==> src/rtl/act_sparse_encoder.sv <==
// Sparse activation encoder: takes one dense block and streams its nonzero entries
// as (value, index) beats in ascending index order, with a marker beat for an all-zero block.
module act_sparse_encoder #(
   parameter int DATA_WIDTH   = 8,
   parameter int BLOCK_NUMBER = 16,
   parameter int INDEX_WIDTH  = 4
) (
   input  logic                               clk,
   input  logic                               rst,
   input  logic                               in_valid,
   output logic                               in_ready,
   input  logic [BLOCK_NUMBER*DATA_WIDTH-1:0] Input_act_data,
   output logic                               out_valid,
   input  logic                               out_ready,
   output logic [DATA_WIDTH-1:0]              Output_act_data,
   output logic [INDEX_WIDTH-1:0]             mask,
   output logic                               out_last,
   output logic                               out_empty,
   output logic [INDEX_WIDTH:0]               nnz_count
);

   // state   | meaning
   // ST_IDLE | waiting for a dense block, in_ready high
   // ST_EMIT | presenting beats for the held block until the last one handshakes
   typedef enum logic {
      ST_IDLE = 1'b0,
      ST_EMIT = 1'b1
   } state_t;

   state_t                  state_q;
   state_t                  state_d;

   logic [DATA_WIDTH-1:0]   entry_q [BLOCK_NUMBER];
   logic [BLOCK_NUMBER-1:0] nz_q;
   logic [INDEX_WIDTH:0]    nnz_q;

   logic [BLOCK_NUMBER-1:0] in_nz;
   logic [INDEX_WIDTH:0]    in_nnz;
   logic [INDEX_WIDTH-1:0]  first_idx;
   logic                    nz_none;
   logic                    nz_single;
   logic                    accept;
   logic                    beat_done;

   assign accept    = in_valid && in_ready;
   assign beat_done = out_valid && out_ready;

   always_comb begin
      in_nz  = '0;
      in_nnz = '0;
      for (int i = 0; i < BLOCK_NUMBER; i++) begin
         in_nz[i] = |Input_act_data[i*DATA_WIDTH +: DATA_WIDTH];
         in_nnz   = in_nnz + (INDEX_WIDTH+1)'(in_nz[i]);
      end
   end

   // Lowest set bit wins, so beats come out in ascending index order.
   always_comb begin
      first_idx = '0;
      for (int i = BLOCK_NUMBER - 1; i >= 0; i--) begin
         if (nz_q[i]) begin
            first_idx = INDEX_WIDTH'(i);
         end
      end
   end

   assign nz_none   = (nz_q == '0);
   assign nz_single = !nz_none && ((nz_q & (nz_q - BLOCK_NUMBER'(1))) == '0);

   always_ff @(posedge clk) begin
      if (rst) begin
         state_q <= ST_IDLE;
      end else begin
         state_q <= state_d;
      end
   end

   always_comb begin
      state_d = state_q;
      case (state_q)
         ST_IDLE: begin
            if (accept) begin
               state_d = ST_EMIT;
            end
         end
         ST_EMIT: begin
            if (beat_done && out_last) begin
               state_d = ST_IDLE;
            end
         end
         default: state_d = ST_IDLE;
      endcase
   end

   // Outputs are decoded from registered state only; nothing from the inputs reaches them.
   always_comb begin
      in_ready        = 1'b0;
      out_valid       = 1'b0;
      out_last        = 1'b0;
      out_empty       = 1'b0;
      Output_act_data = '0;
      mask            = '0;
      nnz_count       = '0;
      case (state_q)
         ST_IDLE: begin
            in_ready = 1'b1;
         end
         ST_EMIT: begin
            out_valid = 1'b1;
            out_last  = nz_single || nz_none;
            out_empty = nz_none;
            nnz_count = nnz_q;
            if (!nz_none) begin
               Output_act_data = entry_q[first_idx];
               mask            = first_idx;
            end
         end
         default: begin
            in_ready = 1'b0;
         end
      endcase
   end

   always_ff @(posedge clk) begin
      if (rst) begin
         for (int i = 0; i < BLOCK_NUMBER; i++) begin
            entry_q[i] <= '0;
         end
         nz_q  <= '0;
         nnz_q <= '0;
      end else if (accept) begin
         for (int i = 0; i < BLOCK_NUMBER; i++) begin
            entry_q[i] <= Input_act_data[i*DATA_WIDTH +: DATA_WIDTH];
         end
         nz_q  <= in_nz;
         nnz_q <= in_nnz;
      end else if (beat_done && !nz_none) begin
         nz_q[first_idx] <= 1'b0;
      end
   end

endmodule
==> config.mk <==
export PLATFORM = sky130hd
export DESIGN_NAME = act_sparse_encoder
export DESIGN_NICKNAME = d
export VERILOG_FILES = /design/src/rtl/act_sparse_encoder.sv
export SDC_FILE = /design/constraint.sdc
export NUM_CORES = 1
export LEC_CHECK = 0
export ABC_CLOCK_PERIOD_IN_PS = 8300
export CAP_MARGIN = 10
export CELL_PAD_IN_SITES_DETAIL_PLACEMENT = 2
export CELL_PAD_IN_SITES_GLOBAL_PLACEMENT = 2
export CORE_MARGIN = 3
export CORE_UTILIZATION = 30
export DETAILED_ROUTE_END_ITERATION = 10
export HOLD_SLACK_MARGIN = 0.1
export PLACE_DENSITY_LB_ADDON = 0.1
export REMOVE_ABC_BUFFERS = 1
export SLEW_MARGIN = 20
export SYNTH_ARGS = -nofsm -noshare
export SYNTH_HDL_FRONTEND = slang
export SYNTH_SLANG_ARGS = --single-unit
export TNS_END_PERCENT = 5
==> constraint.sdc <==
create_clock -name clk -period 8.3 [get_ports clk]
set_clock_uncertainty 0.2 [all_clocks]
set_input_delay 1.66 -clock clk [delete_from_list [all_inputs] [get_ports clk]]
set_output_delay 1.66 -clock clk [all_outputs]
set_load 0.05 [all_outputs]
==> flow_summary_export.csv, run 1 <==
group,metric,value,unit
grt,grt_pass1_wl,43.1,mm
place,port_buffers,152,
yosys,ys_seq_area_frac,0.543,
die,core,25500,um2
worst_setup_path,endpoint_kind,"output pin",
route,via_per_inst,5.17,
sta,max_slew.worst_pin.slew,0.967,ns
sta,final-max-slew-violation-count,0,
sta,fin_crit,6.59,ns
worst_setup_path,critPathKind,"reg2out",
yosys,synthArstFlopShare,0,
sta,setup_violations,0,
yosys,syn-mean-instance-area,11.4,um2
power_and_ir_drop,p_leak,0.00362,uW
clock_tree,postCtsResizedCells,0,
die,rows,58,
sta,fin_tns_setup,0,ns
grt,grt_max_degree,81,
die,dieArea,28300,um2
power_and_ir_drop,power,2180,uW
yosys,syn_inst,694,
route,num_vias,6100,
worst_setup_path,crit_arrival,4.73,ns
yosys,synth_area_leaders,"edfxtp_1 49%, and2_1 6.7%, dfxtp_1 5.6%",
yosys,synth_enable_flop_cells,128,
yosys,synth_most_common_cell,"edfxtp_1",
sta,period_share,0.793,
yosys,yosys_warnings,0,
grt,grt-ovfl-total,0,
clock_tree,cts_buffers,17,
route,drt_pass1_iterations,7,
min_path,hold_path_class,"reg2reg",
worst_setup_path,worstPathMaxFanout,16,
yosys,synth.distinct_cells,73,
grt,grt.total_usage,0.202,
yosys,yosysTopAreaCell,"edfxtp_1",
sta,hold_violations,0,
final_layout,diodes,0,
die,start_util,0.309,
sta,whs,0.254,ns
final_layout,n_fill_cell,2656,
die,die-width,168,um
clock_tree,clk_latency,0.43,ns
clock_tree,cts.sinks,150,
worst_setup_path,cp.required,6.44,ns
power_and_ir_drop,vdd_drop_max,0.0993,mV
yosys,netlist_area,7890,um2
route,wl,28.3,mm
clock_tree,cts-root-buf,"clkbuf_16",
job,maxCapViolations,0,
yosys,synth.top_cell.area_share,0.487,
place,dp_hpwl,21.4,mm
clock_tree,holdBufCountCts,0,
final_layout,drive_gt1_frac,0.0835,
route,wl_per_cell,24.0,um
sta,maxSlewHeadroom,0.349,
die,io_pins,153,
grt,grt_antenna_before_repair,0,
place,gp_congestion,0.842,
clock_tree,cts_max_level,4,
sta,fmax,152,MHz
yosys,synth_common_cells,"128 x edfxtp_1, 85 x and2_1, 63 x nand2_1",
route,drt_iter0_drc,382,
worst_setup_path,start_kind,"flip-flop",
outcome,outcome,"finished clean",
clock_tree,cts_tree,"done",
clock_tree,clockBufferDepth,2,
route,drc,0,
power_and_ir_drop,p_per_area,212,nW/um2
clock_tree,cts_setup_buffers,0,
final_layout,finalNetCount,984,
grt,grt_pass1_vias,6970,
die,die_y,168,um
final_layout,synthToLayoutAreaGrowth,30.6,%
sta,rsz0062_at_grt,"false",
yosys,ys_ff_latch,150,
yosys,synth_flop_cell,"edfxtp_1",
clock_tree,cts.clk_slew.worst_paths,0.07,ns
route,drtAntennaViolNets,0,
-- layout by cell type, fill, tap and decap left out, types with 14 or more instances in the layout --
| master | netlist | layout |
|---|---|---|
| clkdlybuf4s50_1 | 0 | 151 |
| edfxtp_1 | 128 | 128 |
| and2_1 | 85 | 85 |
| nand2_1 | 63 | 63 |
| nor2b_1 | 52 | 52 |
| nor2_1 | 37 | 36 |
| nor4_1 | 27 | 27 |
| dfxtp_1 | 22 | 22 |
| inv_1 | 18 | 18 |
| clkbuf_16 | 0 | 17 |
| mux2i_1 | 16 | 16 |
| o21ai_0 | 15 | 15 |
| a21oi_1 | 14 | 14 |
-- per-layer routing --
layer / up-vias / wire length (um) / global-route usage
met5: - / 0 / 0
met4: 0 / 269 / 0.0455
met3: 14 / 1220 / 0.0347
met2: 158 / 14100 / 0.344
met1: 3071 / 12700 / 0.270
li1: 2857 / - / -
-- cell type report --
class / instances / area (um2) / area share
clock buffers: 18 / 429 / 0.0416
well taps: 330 / 413 / 0.0401
flip-flops and latches: 150 / 4280 / 0.416
repair buffers: 160 / 1580 / 0.153
inverters: 18 / 67.6 / 0.00656
clock inverters: 14 / 164 / 0.0159
multi-input cells: 490 / 3370 / 0.327
-- where the power goes --
part           internal, uW  total [uW]  leakage (uW)  switching, uW
logic                   183         471       0.00178            288
registers               883         915       0.00155           31.9
clock network           453         798      0.000287            346
total                  1520        2180       0.00362            666
-- kinds of logic (layout without fill, tap and decap cells) --
logic type / Yosys count / after routing / synth area share
and+or+nand+nor: 328 / 328 / 0.237
DFF: 150 / 150 / 0.543
AOI/OAI and AO/OA: 119 / 119 / 0.119
buffers and inverters: 54 / 210 / 0.0308
muxes: 26 / 26 / 0.0346
adders and majority gates: 15 / 15 / 0.0333
xor gates and xnor gates: 2 / 2 / 0.00222
-- critical path, cell delays in order (launching register included) --
cell and delay, ns:
dfxtp_1 0.40, or3_1 0.42, o2111ai_4 0.56, and2_0 0.51
buf_4 0.28, a211oi_1 0.12, nor4b_1 0.82, and4_1 0.34
clkdlybuf4s50_1 0.82
-- flip-flops by register name, summed over array words and instances (netlist names) --
signal	flops
nz_q	16
state_q	1
entry_q	128
nnz_q	5
-- path summary, 6_finish.rpt --
| check | startpoint | end | slack [ns] | cells after the start |
|---|---|---|---|---|
| max | nz_q[7]$_SDFFE_PP0P_ | Output_act_data[4] | 1.71 | 8 |
| min | nnz_q[3]$_SDFFE_PP0P_ | nnz_q[3]$_SDFFE_PP0P_ | 0.25 | 2 |
| max reg2reg | nz_q[11]$_SDFFE_PP0P_ | nz_q[11]$_SDFFE_PP0P_ | 5.35 | 7 |
| min reg2reg | nnz_q[3]$_SDFFE_PP0P_ | nnz_q[3]$_SDFFE_PP0P_ | 0.25 | 2 |
-- through the flow --
step	cell area [um2]	instances	setup WS [ns]	utilization
floorplan	7710	658	2.73	-
global placement	9710	1148	1.91	0.380
detailed placement	9710	1148	1.77	0.380
CTS	10300	1180	1.76	0.403
global route	10300	1180	1.60	0.403
finish	10300	1180	1.71	0.403
No activity file was read; power rests on OpenSTA's default activity.
==> run 2, diff against run 1 <==
- ABC_CLOCK_PERIOD_IN_PS: 8300 -> 6430
- clock period: 8.3 -> 6.43 ns (I/O delays scaled with it)
==> flow_summary_export.csv, run 2 (synthesized netlist as in run 1, its figures left out) <==
group,metric,value,unit
worst_setup_path,crit_slowest_cell,"clkdlybuf4s50_1",
outcome,outcome,"finished clean",
route,wl_per_cell,23.9,um
final_layout,synthToLayoutAreaGrowth,30.9,%
route,drc,0,
worst_setup_path,ff2ff_path_depth,7,
sta,fin_crit,5.90,ns
min_path,hold_path_class,"reg2reg",
die,io_pins,153,
clock_tree,postCtsResizedCells,0,
worst_setup_path,r2r-end,"nz_q[4]$_SDFFE_PP0P_",
worst_setup_path,path_cells,"or3_1 -> o2111ai_4 -> a21o_1 -> o221ai_1 -> o31a_1 -> a2111oi_2 -> clkdlybuf4s50_1",
place,place_ws,0.297,ns
clock_tree,cts_max_level,4,
grt,grt-ovfl-total,0,
power_and_ir_drop,power,2760,uW
final_layout,finalNetCount,989,
die,core,25500,um2
clock_tree,cts_tree,"done",
final_layout,drive_gt1_frac,0.0854,
worst_setup_path,crit_end,"Output_act_data[2]",
final_layout,mostFrequentLayoutCell,"clkdlybuf4s50_1",
clock_tree,cts.clk_slew.worst_paths,0.07,ns
clock_tree,cts_setup_buffers,0,
final_layout,largest_reg_flops,128,
die,start_util,0.309,
clock_tree,clockBufferDepth,2,
die,die-width,168,um
final_layout,diodes,0,
power_and_ir_drop,p_leak,0.00363,uW
job,maxCapViolations,0,
clock_tree,holdBufCountCts,0,
sta,rsz0062_at_grt,"false",
clock_tree,cts-root-buf,"clkbuf_16",
worst_setup_path,regToRegSetupSlack,3.45,ns
worst_setup_path,worstPathMaxFanout,19,
clock_tree,cts.sinks,150,
grt,grt_antenna_before_repair,2,
power_and_ir_drop,p_per_area,268,nW/um2
route,num_vias,6168,
clock_tree,cts_buffers,17,
worst_setup_path,start_kind,"flip-flop",
route,wl,28.3,mm
place,dp_hpwl,21.5,mm
sta,setup_violations,0,
die,dieArea,28300,um2
final_layout,stdcell_area,10300,um2
grt,grt.total_usage,0.201,
route,drtAntennaViolNets,0,
final_layout,regMostFlops,"entry_q",
grt,grt_max_degree,54,
power_and_ir_drop,vdd_drop_max,0.158,mV
route,drt_pass1_iterations,5,
grt,grt_pass1_wl,43.0,mm
route,via_per_inst,5.21,
worst_setup_path,cpPeakStageDelay,0.89,ns
sta,maxSlewHeadroom,0.311,
sta,max_slew.worst_pin.slew,1.02,ns
die,rows,58,
final_layout,n_fill_cell,2673,
route,drt_iter0_drc,383,
place,place_area,9740,um2
worst_setup_path,cp.required,4.94,ns
place,port_buffers,152,
worst_setup_path,timing.rr.start,"nz_q[11]$_SDFFE_PP0P_",
final_layout,final_cell_mix,"151 x clkdlybuf4s50_1, 128 x edfxtp_1, 85 x and2_1",
sta,hold_violations,0,
worst_setup_path,crit_arrival,4.41,ns
worst_setup_path,crit_start,"nz_q[7]$_SDFFE_PP0P_",
final_layout,fin_util,0.404,
worst_setup_path,endpoint_kind,"output pin",
sta,fin_tns_setup,0,ns
worst_setup_path,critPathKind,"reg2out",
place,gp_congestion,0.835,
die,die_y,168,um
clock_tree,clk_latency,0.43,ns
sta,period_share,0.917,
final_layout,top_regs,"entry_q x128, nz_q x16, nnz_q x5",
sta,fmax,170,MHz
sta,layout_setup_ws,0.533,ns
grt,grt_pass1_vias,6957,
sta,final-max-slew-violation-count,0,
## run 2: worst min path at each step
stage | from | to | slack (ns) | depth (start not counted)
after CTS | nnz_q[0]$_SDFFE_PP0P_ | nnz_q[0]$_SDFFE_PP0P_ | 0.26 | 2
after global placement | nnz_q[3]$_SDFFE_PP0P_ | nnz_q[3]$_SDFFE_PP0P_ | 0.24 | 2
after detailed placement | nnz_q[0]$_SDFFE_PP0P_ | nnz_q[0]$_SDFFE_PP0P_ | 0.25 | 2
after global routing | nnz_q[2]$_SDFFE_PP0P_ | nnz_q[2]$_SDFFE_PP0P_ | 0.30 | 2
final | nnz_q[0]$_SDFFE_PP0P_ | nnz_q[0]$_SDFFE_PP0P_ | 0.26 | 2
after floorplan | nnz_q[2]$_SDFFE_PP0P_ | nnz_q[2]$_SDFFE_PP0P_ | 0.22 | 2
## run 2: per-stage QoR
stage | hold WS, ns | cells
2_1_floorplan | 0.221 | 658
3_3_place_gp | 0.237 | 1152
3_5_place_dp | 0.251 | 1152
4_1_cts | 0.262 | 1184
5_1_grt | 0.296 | 1185
6_report | 0.258 | 1185
## run 2: per-layer routing
| layer | routed length [um] | global-route usage | vias to the layer above |
|---|---|---|---|
| li1 | - | - | 2880 |
| met3 | 1210 | 0.0355 | 26 |
| met1 | 12800 | 0.268 | 3098 |
| met4 | 413 | 0.0470 | 0 |
| met2 | 14000 | 0.341 | 164 |
| met5 | 0 | 0 | - |
## run 2: final cells by class
type                    instances  area [um2]  share of cell area
flip-flops and latches        150        4280               0.415
multi-input cells             490        3370               0.327
repair buffers                165        1630               0.158
clock buffers                  18         429              0.0416
well taps                     330         413              0.0400
clock inverters                14         125              0.0121
inverters                      18        67.6             0.00654
## run 2: power breakdown
group | switching, uW | internal, uW | total [uW]
registers | 40.3 | 1140 | 1180
logic | 376 | 241 | 617
clock network | 431 | 534 | 965
total | 847 | 1910 | 2760
## run 2: worst max-delay path: cells and delay by family, from the launching register on
family / cells / cell delay [ns]
flops: 1 / 0.40
compound gates: 5 / 2.25
simple gates: 1 / 0.43
buf+inv: 1 / 0.89
